--- src/rtl/seq_shift_unit.sv ---
`default_nettype none
// ============================================================================
//  Module   : seq_shift_unit
//  Brief    : Multi-cycle SLL/SRL/SRA controller for the RV32I ALU path,
//             one bit per cycle (two when SEQ_SHIFT_DUAL_STEP_EN is defined).
//  Revision : 1.0 - initial release
// ============================================================================
module seq_shift_unit #(
    parameter int WIDTH   = 32,
    parameter int SHAMT_W = 5
) (
    input  logic               i_clk,
    input  logic               i_rst_n,
    input  logic               i_start,
    input  logic [WIDTH-1:0]   i_data,
    input  logic [SHAMT_W-1:0] i_shamt,
    input  logic [1:0]         i_op,
    output logic               o_ready,
    output logic               o_busy,
    output logic               o_valid,
    output logic [WIDTH-1:0]   o_result
);

    localparam logic [1:0] OP_SLL = 2'b00;
    localparam logic [1:0] OP_SRA = 2'b10;
    localparam logic [1:0] OP_RSV = 2'b11;

    typedef enum logic [1:0] {
        ST_IDLE  = 2'd0,
        ST_SHIFT = 2'd1,
        ST_DONE  = 2'd2
    } state_t;

    state_t             state;
    logic [WIDTH-1:0]   work;
    logic [SHAMT_W-1:0] cnt;
    logic [1:0]         op;
    logic               fill;
    logic               ready;
    logic               busy;
    logic               valid;
    logic [WIDTH-1:0]   result;

    logic               step_two;
    logic [WIDTH-1:0]   shifted;
    logic [SHAMT_W-1:0] cnt_next;

    // SRL latches a zero fill, so one right-shift path serves SRL and SRA.
    always_comb begin
        step_two = 1'b0;
`ifdef SEQ_SHIFT_DUAL_STEP_EN
        step_two = |cnt[SHAMT_W-1:1];
`endif
        if (op == OP_SLL) begin
            shifted = step_two ? {work[WIDTH-3:0], 2'b00} : {work[WIDTH-2:0], 1'b0};
        end else begin
            shifted = step_two ? {{2{fill}}, work[WIDTH-1:2]} : {fill, work[WIDTH-1:1]};
        end
        cnt_next = cnt - {{(SHAMT_W-2){1'b0}}, step_two, ~step_two};
    end

    always_ff @(posedge i_clk) begin
        if (!i_rst_n) begin
            state  <= ST_IDLE;
            work   <= '0;
            cnt    <= '0;
            op     <= OP_SLL;
            fill   <= 1'b0;
            ready  <= 1'b1;
            busy   <= 1'b0;
            valid  <= 1'b0;
            result <= '0;
        end else begin
            case (state)
                ST_IDLE: begin
                    if (i_start) begin
                        work  <= i_data;
                        cnt   <= (i_op == OP_RSV) ? '0 : i_shamt;
                        op    <= i_op;
                        fill  <= (i_op == OP_SRA) & i_data[WIDTH-1];
                        ready <= 1'b0;
                        busy  <= 1'b1;
                        state <= ST_SHIFT;
                    end
                end
                ST_SHIFT: begin
                    if (cnt == '0) begin
                        result <= work;
                        valid  <= 1'b1;
                        state  <= ST_DONE;
                    end else begin
                        work <= shifted;
                        cnt  <= cnt_next;
                    end
                end
                ST_DONE: begin
                    valid <= 1'b0;
                    busy  <= 1'b0;
                    ready <= 1'b1;
                    state <= ST_IDLE;
                end
                default: begin
                    valid <= 1'b0;
                    busy  <= 1'b0;
                    ready <= 1'b1;
                    state <= ST_IDLE;
                end
            endcase
        end
    end

    assign o_ready  = ready;
    assign o_busy   = busy;
    assign o_valid  = valid;
    assign o_result = result;

endmodule
`default_nettype wire
--- config.mk ---
export PLATFORM = sky130hd
export DESIGN_NAME = seq_shift_unit
export DESIGN_NICKNAME = d
export VERILOG_FILES = /design/src/rtl/seq_shift_unit.sv
export SDC_FILE = /design/constraint.sdc
export NUM_CORES = 1
export LEC_CHECK = 0
export ABC_AREA = 1
export CAP_MARGIN = 20
export CORE_MARGIN = 5
export CORE_UTILIZATION = 56
export CTS_CLUSTER_DIAMETER = 100
export DETAILED_ROUTE_END_ITERATION = 6
export DONT_BUFFER_PORTS = 1
export PLACE_DENSITY = 0.81
export SLEW_MARGIN = 20
export SYNTH_ARGS = -nofsm -noshare
export SYNTH_HDL_FRONTEND = slang
export SYNTH_SLANG_ARGS = --single-unit
--- constraint.sdc ---
create_clock -name i_clk -period 3.85 [get_ports i_clk]
set_input_delay 0.9625 -clock i_clk [delete_from_list [all_inputs] [get_ports i_clk]]
set_output_delay 0.9625 -clock i_clk [all_outputs]
set_load 0.01 [all_outputs]
==> key figures <==
Floorplanning
  – Initial Util: 0.570
  – DIE HEIGHT: 92.7 µm
  – Core area: roughly 6700 µm²
  – # IOs: 77
  – DIE AREA: roughly 8600 µm²
  – Core Rows: 30
  – Die W: ~93 µm

Route
  – Final ANT Viol Nets: 0
  – Vias after detailed routing: between 3000 and 4000
  – Drt pass-1 iters: 6
  – Via density: 5.47
  – DR iter-0 viols: 310
  – Drt wl/cell: about 14 µm
  – # DRC: 0
  – Final wirelength: about 9 mm

Clock network
  – Cts hold-fix bufs: 0
  – Max Root-Sink Buffers: 2
  – CTS H-tree depth: 3
  – Root Buffer: clkbuf_8
  – Post_cts resized: 0
  – Sink Count: a little under 80
  – Setup Fix Bufs, Post-CTS: 0
  – Clk_lat worst skew: around 0.35 ns
  – CTS tree: built
  – CTS clk-pin slew, worst paths: around 0.08 ns
  – CTS buffer count: 9

Timing
  – Final setup viols: 0
  – Final hold viol count: 0
  – Max frequency: about 470 MHz
  – Final Slew Violations: 0
  – Slew HR: 0.275
  – RSZ-0062 raised after global routing: false
  – Post-route clock skew: about 0.006 ns
  – Fin crit period: ~2.1 ns
  – Setup TNS: 0 ns
  – Slew @ Worst Pin: approximately 1.1 ns
  – Final period util: 0.552

Synth
  – Avg Cell Area, Syn: 6.44 µm²
  – Count leader, synth: nand2_1
  – Synth top area share: 0.402
  – Number of synthesized register bits: 77
  – Post-synth ARST share: 0
  – Post-synthesis net count: 638
  – Yosys Warn Count: 0
  – Post-synthesis sequential area ratio: 0.402
  – Largest area contributor in the netlist: dfxtp_1
  – Cell count after synthesis: roughly 600
  – Largest cells by area after synthesis: dfxtp_1, nand2_1, nor2_1, nand3_1, o21ai_0
  – Most common library cells after synthesis: nand2_1, nor2_1, dfxtp_1
  – Distinct cells, synth: 25
  – Syn Std Cell Area: between 3000 and 4000 µm²
  – Post-synth EDFFs: 0
  – Most common flop cell mapped by yosys: dfxtp_1

Cells and area
  – Multi-input gate area: roughly 1900 µm²
  – Share of layout cells above drive strength 1: 0.0488
  – Post-layout util: 0.584
  – Fillers: 669
  – Area growth syn-to-layout: 2.45%
  – Inserted Diodes: 0
  – Reg area: roughly 1500 µm²
  – Nets: roughly 610

Worst setup path
  – Data required, critical path: about 4.1 ns
  – Endpoint class of the critical path: flop
  – Worst Path Max Fanout: 39
  – Max incr delay on CP: roughly 0.59 ns
  – Buf/Inv on CP: 2
  – Critical path type: primary input to flop
  – Critical-path cell with the highest stage delay: nand2_2
  – Cell Chain, Critical Path: inv_1, nor2_2, nand2_2, nand2_4, inv_4, nand3_1, nand2_1
  – CP top delay family: simple AND/OR/NAND/NOR gates
  – WP data arrival: roughly 2.4 ns
  – Crit start category: primary input

Power and ir drop
  – Worst VDD drop: about 0.32 mV
  – Lkg Pwr: 1.98 nW
  – Pwr Density: ~590 nW/µm²

Worst hold path
  – Hold crit path type: flop to flop

GRT
  – Total GRT Usage: 0.222
  – Vias in the first global route: 3387
  – Gr ovfl total: 0
  – Pin count of the biggest net entering global routing: 64
  – Initial antenna violation count: 0
  – First-pass GRT wire length: approximately 16 mm

Placed design
  – DP Wirelength: 5.72 mm
  – IO buf count: 0
  – GP Congestion: approximately 0.8

Run status
  – Status: finished, final reports clean

Flow run
  – Max cap viols: 0
-- kinds of logic (layout without fill, tap and decap cells) --
family / after synthesis / after routing / share of synthesized area
AO/OA/AOI/OAI: 54 / 54 / 0.0725
buffers and inverters: 80 / 59 / 0.105
XOR/XNOR: 1 / 1 / 0.00229
adder cells (fa/ha/maj): 1 / 1 / 0.00327
flip-flops: 77 / 77 / 0.402
AND/OR/NAND/NOR: 382 / 382 / 0.415
-- registers in the layout, indices dropped and copies added (netlist names), 2 cells and up --
signal,flops
work,32
cnt,5
o_result,32
state,2
op,2
-- layout make-up --
cell class,instances,share of cell area
Timing Repair Buffer,1,0.00191
Tap cell,80,0.0255
Clock buffer,11,0.0360
Multi-Input combinational cell,438,0.483
Sequential cell,77,0.393
Inverter,43,0.0424
Clock inverter,4,0.0185
-- cells in the final DEF (no fill, tap or decap), types with 2 or more instances in the layout --
cell type,instances
o21ai_1,4
inv_1,39
nand2_1,175
nand2_4,2
clkbuf_8,10
o21ai_0,37
nor2_4,3
bufinv_16,2
nand3_1,71
nor2_1,127
inv_4,2
inv_2,2
a21oi_1,10
dfxtp_1,77
a211oi_1,2
-- worst min-delay path: cells and delay by family, from the launching register on --
kind / cells / cell delay [ns]
flip-flops: 1 / 0.32
AND/OR/NAND/NOR: 1 / 0.06
AO/OA/AOI/OAI: 1 / 0.06
-- through the flow --
| step | hold slack [ns] | setup slack, ns | area, µm² | power [mW] | std cells |
|---|---|---|---|---|---|
| finish | 0.484 | 1.72 | 3920 | 2.33 | 654 |
| global route | 0.513 | 1.49 | 3920 | 2.48 | 654 |
| CTS | 0.492 | 1.74 | 3920 | 2.33 | 654 |
| detailed placement | 0.473 | 1.38 | 3710 | 1.67 | 639 |
| global placement | 0.456 | 1.43 | 3700 | 1.65 | 639 |
| floorplan | 0.443 | 2.10 | 3830 | 1.59 | 595 |
-- routing by layer --
layer  routed length, µm  global-route usage  up-vias
met5                   0                   0        -
met4                  92              0.0659        0
met3                 628              0.0561        9
met2                4380               0.379      133
met1                4020               0.276     1643
li1                    -                   -     1795
-- report_power, final --
group / switching [mW] / internal [mW] / total, mW
combinational: 0.423 / 0.202 / 0.625
clock: 0.291 / 0.378 / 0.670
sequential: 0.108 / 0.925 / 1.03
total: 0.822 / 1.50 / 2.33
-- path summary, 6_finish.rpt --
check | from | to | slack [ns] | cells past startpoint
hold reg to reg | fill$_SDFFE_PN0P_ | fill$_SDFFE_PN0P_ | 0.48 | 2
setup reg to reg | state[1]$_SDFFE_PN0P_ | cnt[3]$_SDFFE_PN0P_ | 1.74 | 8
setup / recovery | i_start | cnt[3]$_SDFFE_PN0P_ | 1.72 | 7
hold / removal | fill$_SDFFE_PN0P_ | fill$_SDFFE_PN0P_ | 0.48 | 2
(Power assumes the default switching activity.)
